File: src/rtl/sync_fifo_ctl.sv
// Single-clock FIFO controller around an inferred synchronous-read dual-port RAM.
// Supports standard or first-word-fall-through reads, an occupancy count and threshold flags.
module sync_fifo_ctl #(
  parameter int DATA_WIDTH    = 64,
  parameter int DEPTH         = 16,
  parameter int ADDR_WIDTH    = 4,
  parameter bit FWFT          = 1'b0,
  parameter int AFULL_THRESH  = DEPTH - 2,
  parameter int AEMPTY_THRESH = 1
) (
  input  logic                  clk,
  input  logic                  rst,
  input  logic                  wr_en,
  input  logic [DATA_WIDTH-1:0] data_in,
  input  logic                  rd_en,
  output logic [DATA_WIDTH-1:0] data_out,
  output logic                  valid,
  output logic                  empty,
  output logic                  full,
  output logic                  almost_full,
  output logic                  almost_empty,
  output logic [ADDR_WIDTH:0]   count,
  output logic                  overflow,
  output logic                  underflow
);

  localparam int CNT_W = ADDR_WIDTH + 1;
  localparam logic [ADDR_WIDTH:0]   DEPTH_CNT = CNT_W'(DEPTH);
  localparam logic [ADDR_WIDTH:0]   AF_CNT    = CNT_W'(AFULL_THRESH);
  localparam logic [ADDR_WIDTH:0]   AE_CNT    = CNT_W'(AEMPTY_THRESH);
  localparam logic [ADDR_WIDTH-1:0] LAST_PTR  = ADDR_WIDTH'(DEPTH - 1);

  logic [DATA_WIDTH-1:0] mem [DEPTH];
  logic [ADDR_WIDTH-1:0] wr_ptr;
  logic [ADDR_WIDTH-1:0] rd_ptr;
  logic                  wr_acc;
  logic                  rd_acc;
  logic                  ram_rd;
  logic                  ram_has_word;

  function automatic logic [ADDR_WIDTH-1:0] next_ptr(input logic [ADDR_WIDTH-1:0] p);
    return (p == LAST_PTR) ? '0 : p + ADDR_WIDTH'(1);
  endfunction

  assign full         = (count == DEPTH_CNT);
  assign empty        = FWFT ? !valid : (count == '0);
  assign almost_full  = (count >= AF_CNT);
  assign almost_empty = (count <= AE_CNT);

  // In FWFT mode count also covers the word parked in data_out, so the RAM
  // holds count - valid words; prefetch whenever the output slot frees up.
  always_comb begin
    wr_acc       = wr_en && !full;
    rd_acc       = rd_en && !empty;
    ram_has_word = (count > {{ADDR_WIDTH{1'b0}}, valid});
    ram_rd       = FWFT ? (ram_has_word && (!valid || rd_acc)) : rd_acc;
  end

  always_ff @(posedge clk) begin
    if (wr_acc) begin
      mem[wr_ptr] <= data_in;
    end
  end

  always_ff @(posedge clk) begin
    if (rst) begin
      wr_ptr    <= '0;
      rd_ptr    <= '0;
      count     <= '0;
      data_out  <= '0;
      valid     <= 1'b0;
      overflow  <= 1'b0;
      underflow <= 1'b0;
    end else begin
      overflow  <= wr_en && full;
      underflow <= rd_en && empty;
      if (wr_acc) begin
        wr_ptr <= next_ptr(wr_ptr);
      end
      if (ram_rd) begin
        rd_ptr   <= next_ptr(rd_ptr);
        data_out <= mem[rd_ptr];
      end
      case ({wr_acc, rd_acc})
        2'b10:   count <= count + CNT_W'(1);
        2'b01:   count <= count - CNT_W'(1);
        default: count <= count;
      endcase
      if (FWFT) begin
        valid <= ram_rd || (valid && !rd_acc);
      end else begin
        valid <= rd_acc;
      end
    end
  end

endmodule
File: config.mk
export PLATFORM = sky130hd
export DESIGN_NAME = sync_fifo_ctl
export DESIGN_NICKNAME = d
export VERILOG_FILES = /design/src/rtl/sync_fifo_ctl.sv
export SDC_FILE = /design/constraint.sdc
export NUM_CORES = 1
export LEC_CHECK = 0
export CAP_MARGIN = 5
export CORE_MARGIN = 2
export CORE_UTILIZATION = 25
export CTS_BUF_LIST = sky130_fd_sc_hd__clkbuf_16
export DETAILED_ROUTE_END_ITERATION = 10
export PLACE_DENSITY = 0.36
export SLEW_MARGIN = 20
export SYNTH_ARGS = -nofsm -noshare
export SYNTH_HDL_FRONTEND = slang
export SYNTH_SLANG_ARGS = --single-unit
File: constraint.sdc
create_clock -name clk -period 15.75 [get_ports clk]
set_clock_uncertainty 0.15 [all_clocks]
set_input_delay 3.9375 -clock clk [delete_from_list [all_inputs] [get_ports clk]]
set_output_delay 3.9375 -clock clk [all_outputs]
set_load 0.005 [all_outputs]
==> results of run 1 <==
## cells in the final DEF, fill, tap and decap left out, drive strengths merged, types with 3 or more instances in the layout
cell type         n
nand2            12
clkinv           51
o21ai            65
diode             3
ha               11
xor2              4
nand2b            3
buf              48
clkdlybuf4s50   142
edfxtp         1024
a211oi           65
dfxtp            80
inv              57
mux4             64
mux2i           385
nor2             84
a21oi            10
bufinv            6
nor3             72
nand3             7
o22ai           128
clkbuf          132
a221oi           64
## kinds of logic after synthesis
family / after synthesis
adders and majority gates: 11
AOI/OAI and AO/OA: 335
buffers and inverters: 150
DFF: 1104
xor gates and xnor gates: 6
muxes: 449
and+or+nand+nor: 193
## state kept, by name, summed over array words and instances (netlist names)
register	count
mem	1024
data_out	64
wr_ptr	4
count	5
valid	1
rd_ptr	4
underflow	1
overflow	1
## final cells by class
type | count | area (um2) | area share
flip-flops and latches | 1104 | 32370 | 0.6487
inverters | 9 | 37.54 | 0.0007523
clock buffers | 132 | 3303 | 0.06621
repair buffers | 190 | 1856 | 0.03719
well taps | 2204 | 2758 | 0.05527
diodes | 3 | 7.507 | 0.0001505
clock inverters | 107 | 700.7 | 0.01404
multi-input cells | 994 | 8865 | 0.1777
## path summary, 6_finish.rpt
path,to,slack (ns)
worst max-delay path,empty,9.09
worst max register to register,data_out[10],11.33
worst min-delay path,data_out[32],0.36
worst min register to register,data_out[32],0.36
## metal layers
metal  track usage  routed length, um
met5             0                 12
met4       0.03549               2259
met1        0.1943              56170
met3       0.02611               4903
met2        0.2231              55730
## per-stage QoR
step           instance area (um2)  setup slack [ns]
2_1_floorplan                41850             6.312
3_3_place_gp                 45810             8.229
3_5_place_dp                 45830             8.259
4_1_cts                      49840             8.987
5_1_grt                      49890             8.887
6_report                     49890             9.091
## worst max-delay path: stages, from the launching register on
cell and delay (ns):
sky130_fd_sc_hd__dfxtp_1 0.38, sky130_fd_sc_hd__inv_1 0.17, sky130_fd_sc_hd__ha_1 0.20, sky130_fd_sc_hd__or4b_4 0.52
sky130_fd_sc_hd__inv_1 0.08, sky130_fd_sc_hd__clkdlybuf4s50_1 0.49
## power groups by stage
stage | Sequential, mW | Combinational, mW | Clock, mW
6_report | 3.45 | 1.20 | 2.81
3_3_place_gp | 3.51 | 1.22 | 0
3_5_place_dp | 3.52 | 1.23 | 0
4_1_cts | 3.46 | 1.23 | 2.91
5_1_grt | 3.46 | 1.30 | 3.02
2_1_floorplan | 3.44 | 0.722 | 0
==> results.txt, run 1 <==
----------------------------------------------------
[Pwr]
  Proportion of total power due to net switching ... 0.2694
  Power share of the sequential group ... 0.462
  Cell Int Power ... between 5 and 6 mW
  Power spent charging and discharging nets ... 2.009 mW
  Comb power frac ... 0.161
  Maximum ir drop on the vdd rail ... between 100 and 150 uV
  Leakage dissipation ... roughly 15 nW
  Post-route total power ... about 7.5 mW
  Proportion of power drawn by the clock network ... 0.377
  Power per cell area ... ~150 mW/mm2

[Yosys]
  Area leader, netlist ... sky130_fd_sc_hd__edfxtp_1
  Post-synthesis area per instance ... 18.62 um2
  Share of flip-flops with an asynchronous set or reset after synthesis ... 0
  Net count of the mapped netlist ... approximately 2300
  Number of synthesized flops with an enable pin ... 1024
  Number of synthesized register bits ... around 1100
  Sequential share of the synthesized area ... 0.7730
  Synth Area in Compound Gates ... 0.05567
  Post-synthesis instance area ... between 0.04 and 0.05 mm2
  Simple-gate share of the synthesized area ... 0.02186
  Post-Synth XOR/XNOR Area ... 0.001256
  Synthesized-area fraction occupied by adder cells ... 0.003289
  Cell count after synthesis ... ~2200
  Yosys warning count ... 0
  Synth cell types ... 43
  Most used flip-flop cell after synthesis ... sky130_fd_sc_hd__edfxtp_1
  Most frequent cell after synthesis ... sky130_fd_sc_hd__edfxtp_1
  Combinational family with the most area after synthesis ... multiplexers
  Cell types occupying the most area after synthesis ... sky130_fd_sc_hd__edfxtp_1 73%, sky130_fd_sc_hd__mux2i_1 9.2%, sky130_fd_sc_hd__dfxtp_1 3.8%
  Share of cell area taken by muxes after synthesis ... 0.1265
  Most used standard cells in the synthesized netlist ... 1024 x sky130_fd_sc_hd__edfxtp_1, 385 x sky130_fd_sc_hd__mux2i_1, 128 x sky130_fd_sc_hd__o22ai_1
  Portion of synthesized cell area occupied by the leading cell type ... 0.7348

[Setup path]
  Logic depth of the worst register-to-register path ... 6
  Critical Setup Path Class ... reg -> out
  Worst-path maximum fanout ... 7
  Critical Path Start Type ... flop
  Data required time of the critical path ... around 12 ns
  Kind of end point of the critical path ... output pin
  Reg-to-reg critical path startpoint ... rd_ptr[0]
  Critical path arrival ... between 2 and 3 ns
  CP Launch Point ... count[1]

[Clock tree]
  TritonCTS clock tree ... built
  Number of hold buffers added after cts ... 0
  H-Tree Level Count ... 4
  Clock-pin transition on the worst setup and hold timing paths ... around 0.060 ns
  # resized after CTS ... 0
  Cts bufs inserted ... 130
  Post-CTS Setup Bufs ... 0
  Sinks on the clock net ... 1104
  Longest Clk Path Bufs ... 3
  Clock latency of the later-clocked register in the worst-skew pair ... 0.76 ns
  Buffer type at the clock tree root ... sky130_fd_sc_hd__clkbuf_16

[Floorplanning]
  Count of pins on the block boundary ... 144
  Area of the core ... between 0.15 and 0.2 mm2
  Initial cell density of the core ... 0.2511
  Floorplan die height ... around 410 um
  Die Outline Area ... roughly 0.17 mm2
  Number of rows created at floorplan ... 150
  Chip width ... 413.1 um

[Drt]
  Violation count after the first detailed-route iteration ... around 1500
  DRT Wirelength ... around 120000 um
  Average wire per cell in the routed design ... ~25 um
  DR vias ... 21571
  ANT nets after route ... 0
  First-pass iteration count of the detailed router ... 7
  Detailed-route vias per instance ... 4.548
  Final routed DRC violation total ... 0

[Layout]
  Utilization after layout ... 0.2994
  Number of inserted filler cells in the final layout ... 16363
  Share of cells above drive strength 1 ... 0.1297
  Number of non-filler instances in the completed layout ... about 4700
  Layout overhead on the synthesized area ... 19.22%
  Nets ... 2508

[Timing]
  Final number of max-transition violations ... 0
  Post-route fraction of the period consumed by the critical path ... 0.4228
  Final sum of negative setup slack ... 0 ns
  Final setup vio count ... 0
  Final Critical Period ... between 6 and 7 ns
  Highest achievable clock rate ... around 0.15 GHz
  Slew of the pin with the lowest slew margin ... about 1.1 ns
  RSZ-0062 raised after global routing ... false
  Final hold slack ... 0.3554 ns
  Final hold viol count ... 0
  Worst slew slack as a fraction of its limit ... 0.2630

[Global route]
  Via count of the first global-routing pass ... about 22000
  Number of antenna violations at the first check in global routing ... 8
  Total congestion overflow ... 0
  Maximum number of pins on one net before global-route repair ... 103
  Overall Global Routing Usage ... 0.1395
  Wire length of the first global-routing pass ... 169100 um

[Placed design]
  PortBufs ... around 140
  Routability-driven placement congestion ratio ... 0.7317
  Instance count after placement with tap cells included ... 4499
  Post-detail-place hpwl ... slightly below 70000 um

[Min path]
  Cell depth of the worst hold path ... 2
  Type of the worst min-delay path ... reg -> reg
  Hold Startpoint ... data_out[32]

[Flow run]
  Max_cap viols ... 0

[Status]
  Run status ... finished, final reports clean

----------------------------------------------------
Note: power is estimated with default switching activity, not from simulation.
==> run 2: changes to the inputs <==
--- a/config.mk
+++ b/config.mk
@@ -10,7 +10,7 @@
 export CORE_UTILIZATION = 25
 export CTS_BUF_LIST = sky130_fd_sc_hd__clkbuf_16
 export DETAILED_ROUTE_END_ITERATION = 10
-export PLACE_DENSITY = 0.36
+export PLACE_DENSITY = 0.38
 export SLEW_MARGIN = 20
 export SYNTH_ARGS = -nofsm -noshare
 export SYNTH_HDL_FRONTEND = slang
==> constraint.sdc (replaced) <==
create_clock -name clk -period 5.5 [get_ports clk]
set_clock_uncertainty 0.15 [all_clocks]
set_input_delay 1.375 -clock clk [delete_from_list [all_inputs] [get_ports clk]]
set_output_delay 1.375 -clock clk [all_outputs]
set_load 0.005 [all_outputs]
==> results.txt, run 2 (synthesized netlist as in run 1, its figures left out) <==
----------------------------------------------------
[Layout]
  Share of cells above drive strength 1 ... 0.1326 (was 0.1297)
  Most frequent cells in the layout ... 1024 x sky130_fd_sc_hd__edfxtp_1, 385 x sky130_fd_sc_hd__mux2i_1, 142 x sky130_fd_sc_hd__clkdlybuf4s50_1 (unchanged)
  Utilization after layout ... 0.3010 (was 0.2994)
  Number of flip-flops under the largest register name ... 1024 (unchanged)
  Biggest regs ... mem: 1024 flops, data_out: 64 flops, count: 5 flops (unchanged)
  Number of inserted filler cells in the final layout ... 16296 (was 16363)
  Nets ... 2513 (was 2508)
  Register bank with the most flops ... mem (unchanged)
  Layout overhead on the synthesized area ... 19.86% (was 19.22%)
  Commonest non-fill, non-tap cell in the layout ... sky130_fd_sc_hd__edfxtp_1 (unchanged)
  Cell area after layout ... 0.05016 mm2 (was 0.04989 mm2)

[Placed design]
  Routability-driven placement congestion ratio ... 0.7048 (was 0.7317)
  PortBufs ... 143 (unchanged)
  Setup slack after placement ... 1.290 ns (was 8.259 ns)
  Post-detail-place hpwl ... 62720 um (was 68210 um)
  Placement-stage cell area ... 0.04603 mm2 (was 0.04583 mm2)

[Pwr]
  Proportion of power drawn by the clock network ... 0.385 (was 0.377)
  Comb power frac ... 0.154 (was 0.161)
  Proportion of total power due to net switching ... 0.2634 (was 0.2694)
  Leakage dissipation ... 15.00 nW (was 14.95 nW)
  Power per cell area ... 427.2 mW/mm2 (was 149.5 mW/mm2)
  Cell Int Power ... 15.78 mW (was 5.449 mW)
  Power share of the sequential group ... 0.461 (was 0.462)
  Power spent charging and discharging nets ... 5.644 mW (was 2.009 mW)
  Maximum ir drop on the vdd rail ... 287.4 uV (was 138.3 uV)

[Clock tree]
  Number of hold buffers added after cts ... 0 (unchanged)
  Clock-pin transition on the worst setup and hold timing paths ... 0.06 ns (about the same)
  TritonCTS clock tree ... built (unchanged)
  Post-CTS Setup Bufs ... 0 (unchanged)
  Buffer type at the clock tree root ... sky130_fd_sc_hd__clkbuf_16 (unchanged)
  H-Tree Level Count ... 4 (unchanged)
  Longest Clk Path Bufs ... 3 (unchanged)
  Clock latency of the later-clocked register in the worst-skew pair ... 0.75 ns (was 0.76 ns)
  Cts bufs inserted ... 131 (was 130)
  # resized after CTS ... 0 (unchanged)
  Sinks on the clock net ... 1104 (unchanged)

[Setup path]
  Worst-path maximum fanout ... 7 (unchanged)
  Kind of end point of the critical path ... output pin (unchanged)
  Logic depth of the worst register-to-register path ... 6 (unchanged)
  Worst reg-to-reg setup slack ... 1.96 ns (was 11.33 ns)
  Critical Setup Path Class ... reg -> out (unchanged)
  Critical Path Start Type ... flop (unchanged)
  Endpoint of the worst register-to-register path ... data_out[15] (was data_out[10])
  Worst setup path endpoint ... empty (unchanged)
  Reg-to-reg critical path startpoint ... rd_ptr[0] (unchanged)
  CP Launch Point ... count[1] (unchanged)
  Critical path arrival ... 2.56 ns (was 2.57 ns)
  Data required time of the critical path ... 3.97 ns (was 11.66 ns)

[Global route]
  Via count of the first global-routing pass ... 22514 (was 22419)
  Overall Global Routing Usage ... 0.1343 (was 0.1395)
  Wire length of the first global-routing pass ... 164200 um (was 169100 um)
  Total congestion overflow ... 0 (unchanged)
  Number of antenna violations at the first check in global routing ... 3 (was 8)
  Maximum number of pins on one net before global-route repair ... 74 (was 103)

[Floorplanning]
  Die Outline Area ... 0.1707 mm2 (unchanged)
  Initial cell density of the core ... 0.2511 (unchanged)
  Floorplan die height ... 413.1 um (unchanged)
  Chip width ... 413.1 um (unchanged)
  Area of the core ... 0.1667 mm2 (unchanged)
  Count of pins on the block boundary ... 144 (unchanged)
  Number of rows created at floorplan ... 150 (unchanged)

[Min path]
  Hold Startpoint ... data_out[32] (unchanged)
  Type of the worst min-delay path ... reg -> reg (unchanged)

[Timing]
  Worst slew slack as a fraction of its limit ... 0.3225 (was 0.2630)
  Final setup vio count ... 0 (unchanged)
  Final hold slack ... 0.3762 ns (was 0.3554 ns)
  Final number of max-transition violations ... 0 (unchanged)
  Final hold viol count ... 0 (unchanged)
  Final sum of negative setup slack ... 0 ns (unchanged)
  Post-route fraction of the period consumed by the critical path ... 0.7420
  Slew of the pin with the lowest slew margin ... 1.016 ns (was 1.105 ns)
  RSZ-0062 raised after global routing ... false (unchanged)
  Final Critical Period ... a little over 4 ns
  Highest achievable clock rate ... 0.2450 GHz
  Post-route worst setup slack ... 1.419 ns (was 9.091 ns)

[Drt]
  Average wire per cell in the routed design ... 24.18 um (was 25.11 um)
  First-pass iteration count of the detailed router ... 5 (was 7)
  DRT Wirelength ... 114800 um (was 119100 um)
  ANT nets after route ... 0 (unchanged)
  Detailed-route vias per instance ... 4.533 (was 4.548)
  Final routed DRC violation total ... 0 (unchanged)
  Violation count after the first detailed-route iteration ... 1428 (was 1527)
  DR vias ... 21512 (was 21571)

[Flow run]
  Max_cap viols ... 0 (unchanged)

[Status]
  Run status ... finished, final reports clean (unchanged)

----------------------------------------------------
==> run 2: cell types whose count changed in the layout (fill, tap and decap cells not counted), sizes merged <==
cell	previous run	this run
clkbuf	132	137
buf	48	52
clkinvlp	2	1
inv	57	45
bufinv	6	7
clkinv	51	59
diode	3	1
==> run 2: per-stage QoR <==
stage | power, mW | std cells
after detailed placement | 13.47 | 4505
after CTS | 21.82 | 4745
final | 21.43 | 4746
after floorplan | 11.90 | 2248
after global routing | 22.35 | 4745
after global placement | 13.45 | 4505
==> run 2: power groups by stage <==
| stage | Sequential, mW | Combinational, mW | Clock (mW) |
|---|---|---|---|
| detailed placement | 10.1 | 3.37 | 0 |
| finish | 9.89 | 3.29 | 8.25 |
| CTS | 9.92 | 3.39 | 8.52 |
| global route | 9.94 | 3.58 | 8.82 |
| floorplan | 9.83 | 2.07 | 0 |
| global placement | 10.1 | 3.36 | 0 |
==> run 2: worst max-delay path: stages, from the launching register on <==
cell	delay, ns
sky130_fd_sc_hd__dfxtp_1	0.38
sky130_fd_sc_hd__inv_1	0.18
sky130_fd_sc_hd__ha_1	0.19
sky130_fd_sc_hd__or4b_4	0.52
sky130_fd_sc_hd__inv_1	0.07
sky130_fd_sc_hd__clkdlybuf4s50_1	0.49
==> run 2: cell type report <==
cell class / count / area (um2) / share of cell area
Clock inverter: 103 / 703.2 / 0.01402
Inverter: 9 / 37.54 / 0.0007483
Multi-Input combinational cell: 994 / 8890 / 0.1772
Clock buffer: 137 / 3428 / 0.06835
Antenna cell: 1 / 2.502 / 0.00004989
Tap cell: 2204 / 2758 / 0.05498
Timing Repair Buffer: 194 / 1974 / 0.03936
Sequential cell: 1104 / 32370 / 0.6453
==> run 2: per-layer routing <==
layer	track usage	wire length, um	up-vias
li1	-	-	9539
met1	0.1775	51660	11333
met2	0.2235	55690	492
met3	0.02531	5144	146
met4	0.03906	2267	2
met5	0	11	-
==> run 2: worst min path at each step <==
stage,to,slack [ns],cells after the start
3_3_place_gp,wr_ptr[1],0.37,2
5_1_grt,data_out[4],0.41,2
3_5_place_dp,data_out[4],0.38,2
4_1_cts,data_out[6],0.39,2
6_report,data_out[32],0.38,2
2_1_floorplan,wr_ptr[1],0.34,2
==> run 3: changes to the inputs <==
--- a/config.mk
+++ b/config.mk
@@ -10,7 +10,7 @@
 export CORE_UTILIZATION = 25
 export CTS_BUF_LIST = sky130_fd_sc_hd__clkbuf_16
 export DETAILED_ROUTE_END_ITERATION = 10
-export PLACE_DENSITY = 0.38
+export PLACE_DENSITY = 0.36
 export SLEW_MARGIN = 20
 export SYNTH_ARGS = -nofsm -noshare
 export SYNTH_HDL_FRONTEND = slang
==> constraint.sdc (replaced) <==
create_clock -name clk -period 4 [get_ports clk]
set_clock_uncertainty 0.15 [all_clocks]
set_input_delay 1 -clock clk [delete_from_list [all_inputs] [get_ports clk]]
set_output_delay 1 -clock clk [all_outputs]
set_load 0.005 [all_outputs]
==> results.txt, run 3 (synthesized netlist as in run 1, its figures left out) <==
----------------------------------------------------
[Timing]
  Final hold slack ... 0.3636 ns (was 0.3762 ns)
  Slew of the pin with the lowest slew margin ... 0.8925 ns (was 1.016 ns)
  Final hold viol count ... 0 (unchanged)
  Final number of max-transition violations ... 0 (unchanged)
  RSZ-0062 raised after global routing ... false (unchanged)
  Highest achievable clock rate ... about 0.27 GHz
  Post-route fraction of the period consumed by the critical path ... 0.9234
  Final setup vio count ... 0 (unchanged)
  Worst slew slack as a fraction of its limit ... 0.4037 (was 0.3225)
  Final Critical Period ... 3.694 ns

[Drt]
  Violation count after the first detailed-route iteration ... 1358 (was 1428)
  Average wire per cell in the routed design ... 24.52 um (was 24.18 um)
  First-pass iteration count of the detailed router ... 5 (unchanged)
  Final routed DRC violation total ... 0 (unchanged)
  Detailed-route vias per instance ... 4.491 (was 4.533)
  DR vias ... 21342 (was 21512)
  ANT nets after route ... 0 (unchanged)
  DRT Wirelength ... 116500 um (was 114800 um)

[Clock tree]
  H-Tree Level Count ... 3 (was 4)
  # resized after CTS ... 0 (unchanged)
  Post-CTS Setup Bufs ... 0 (unchanged)
  Clock-pin transition on the worst setup and hold timing paths ... 0.06 ns (about the same)
  Cts bufs inserted ... 121 (was 131)
  TritonCTS clock tree ... built (unchanged)
  Sinks on the clock net ... 1104 (unchanged)
  Number of hold buffers added after cts ... 0 (unchanged)
  Longest Clk Path Bufs ... 3 (unchanged)
  Buffer type at the clock tree root ... sky130_fd_sc_hd__clkbuf_16 (unchanged)
  Clock latency of the later-clocked register in the worst-skew pair ... 0.74 ns (was 0.75 ns)

[Pwr]
  Cell Int Power ... 21.45 mW (was 15.78 mW)
  Power spent charging and discharging nets ... 7.734 mW (was 5.644 mW)
  Power share of the sequential group ... 0.461 (about the same)
  Leakage dissipation ... 15.00 nW (about the same)
  Proportion of power drawn by the clock network ... 0.373 (was 0.385)
  Comb power frac ... 0.166 (was 0.154)
  Proportion of total power due to net switching ... 0.2651 (was 0.2634)
  Power per cell area ... 579.6 mW/mm2 (was 427.2 mW/mm2)
  Maximum ir drop on the vdd rail ... 410.0 uV (was 287.4 uV)

[Placed design]
  PortBufs ... 143 (unchanged)
  Post-detail-place hpwl ... 65210 um (was 62720 um)
  Routability-driven placement congestion ratio ... 0.6914 (was 0.7048)

[Setup path]
  Critical Setup Path Class ... reg -> out (unchanged)
  Data required time of the critical path ... 2.85 ns (was 3.97 ns)
  Critical Path Start Type ... flop (unchanged)
  Worst-path maximum fanout ... 7 (unchanged)
  Critical path arrival ... 2.54 ns (was 2.56 ns)
  Kind of end point of the critical path ... output pin (unchanged)

[Layout]
  Storage element area ... 0.03237 mm2 (unchanged)
  Biggest regs ... mem: 1024 flops, data_out: 64 flops, count: 5 flops (unchanged)
  Number of flip-flops under the largest register name ... 1024 (unchanged)
  Nets ... 2519 (was 2513)
  Utilization after layout ... 0.3021 (was 0.3010)
  Multi-input gate area in the final layout ... 0.008890 mm2 (unchanged)
  Share of cells above drive strength 1 ... 0.1382 (was 0.1326)
  Most frequent cells in the layout ... 1024 x sky130_fd_sc_hd__edfxtp_1, 385 x sky130_fd_sc_hd__mux2i_1, 142 x sky130_fd_sc_hd__clkdlybuf4s50_1 (unchanged)
  Layout overhead on the synthesized area ... 20.30% (was 19.86%)
  Commonest non-fill, non-tap cell in the layout ... sky130_fd_sc_hd__edfxtp_1 (unchanged)
  Number of inserted filler cells in the final layout ... 16303 (was 16296)
  Register bank with the most flops ... mem (unchanged)

[Floorplanning]
  Initial cell density of the core ... 0.2511 (unchanged)
  Count of pins on the block boundary ... 144 (unchanged)
  Die Outline Area ... 0.1707 mm2 (unchanged)
  Number of rows created at floorplan ... 150 (unchanged)
  Area of the core ... 0.1667 mm2 (unchanged)
  Chip width ... 413.1 um (unchanged)
  Floorplan die height ... 413.1 um (unchanged)

[Global route]
  Maximum number of pins on one net before global-route repair ... 89 (was 74)
  Wire length of the first global-routing pass ... 165100 um (was 164200 um)
  Via count of the first global-routing pass ... 22374 (was 22514)
  Number of antenna violations at the first check in global routing ... 7 (was 3)
  Total congestion overflow ... 0 (unchanged)
  Overall Global Routing Usage ... 0.1354 (was 0.1343)

[Status]
  Run status ... finished, final reports clean (unchanged)

[Min path]
  Type of the worst min-delay path ... reg -> reg (unchanged)

[Flow run]
  Max_cap viols ... 0 (unchanged)

----------------------------------------------------
-- run 3: cell count changes in the layout (fill, tap and decap cells not counted), moves of 5 or more --
| cell | delta |
|---|---|
| sky130_fd_sc_hd__buf_12 | +23 |
| sky130_fd_sc_hd__buf_4 | -8 |
| sky130_fd_sc_hd__bufinv_16 | +5 |
| sky130_fd_sc_hd__clkbuf_16 | -15 |
| sky130_fd_sc_hd__clkinv_1 | +6 |
| sky130_fd_sc_hd__clkinv_2 | +10 |
| sky130_fd_sc_hd__inv_1 | -15 |
-- run 3: path summary, 6_finish.rpt --
path                startpoint  cells past startpoint            to  slack (ns)
setup reg to reg      count[1]                     10      count[3]        0.93
setup / recovery      count[1]                      5         empty        0.31
hold reg to reg   data_out[43]                      2  data_out[43]        0.36
hold / removal    data_out[43]                      2  data_out[43]        0.36
-- run 3: final cells by class --
| type | count | share of cell area |
|---|---|---|
| Sequential cell | 1104 | 0.6429 |
| Multi-Input combinational cell | 994 | 0.1766 |
| Clock buffer | 122 | 0.06064 |
| Tap cell | 2204 | 0.05477 |
| Timing Repair Buffer | 210 | 0.04772 |
| Clock inverter | 108 | 0.01663 |
| Inverter | 9 | 0.0007456 |
| Antenna cell | 1 | 0.00004970 |
-- run 3: stage by stage --
| step | area [um2] | setup TNS [ns] | worst slack (ns) | std cells | total power [mW] |
|---|---|---|---|---|---|
| 5_1_grt | 50340 | 0 | 0.1638 | 4751 | 30.43 |
| 2_1_floorplan | 41870 | -571.73 | -0.7844 | 2248 | 16.36 |
| 3_3_place_gp | 46430 | 0 | 0.4256 | 4520 | 18.64 |
| 3_5_place_dp | 46450 | 0 | 0.4449 | 4521 | 18.70 |
| 6_report | 50350 | 0 | 0.3065 | 4752 | 29.18 |
| 4_1_cts | 50340 | 0 | 0.2110 | 4751 | 29.71 |
-- run 3: per-layer routing --
layer,part of all wire,track usage,vias up
met5,0.00029,0,-
met4,0.018,0.03486,6
met3,0.043,0.02379,140
met2,0.48,0.2239,385
met1,0.46,0.1830,11247
li1,-,-,9564
-- run 3: power by group through the flow --
| stage | sequential, mW | combinational, mW | clock (mW) |
|---|---|---|---|
| 2_1_floorplan | 13.5 | 2.84 | 0 |
| 3_3_place_gp | 13.7 | 4.91 | 0 |
| 3_5_place_dp | 13.7 | 4.97 | 0 |
| 4_1_cts | 13.5 | 4.99 | 11.2 |
| 5_1_grt | 13.5 | 5.27 | 11.6 |
| 6_report | 13.5 | 4.84 | 10.9 |
-- run 3: worst max-delay path, cell delays in order, from the launching register on --
cell	delay [ns]
sky130_fd_sc_hd__dfxtp_1	0.38
sky130_fd_sc_hd__inv_1	0.17
sky130_fd_sc_hd__ha_1	0.19
sky130_fd_sc_hd__or4b_4	0.51
sky130_fd_sc_hd__inv_1	0.08
sky130_fd_sc_hd__clkdlybuf4s50_1	0.49
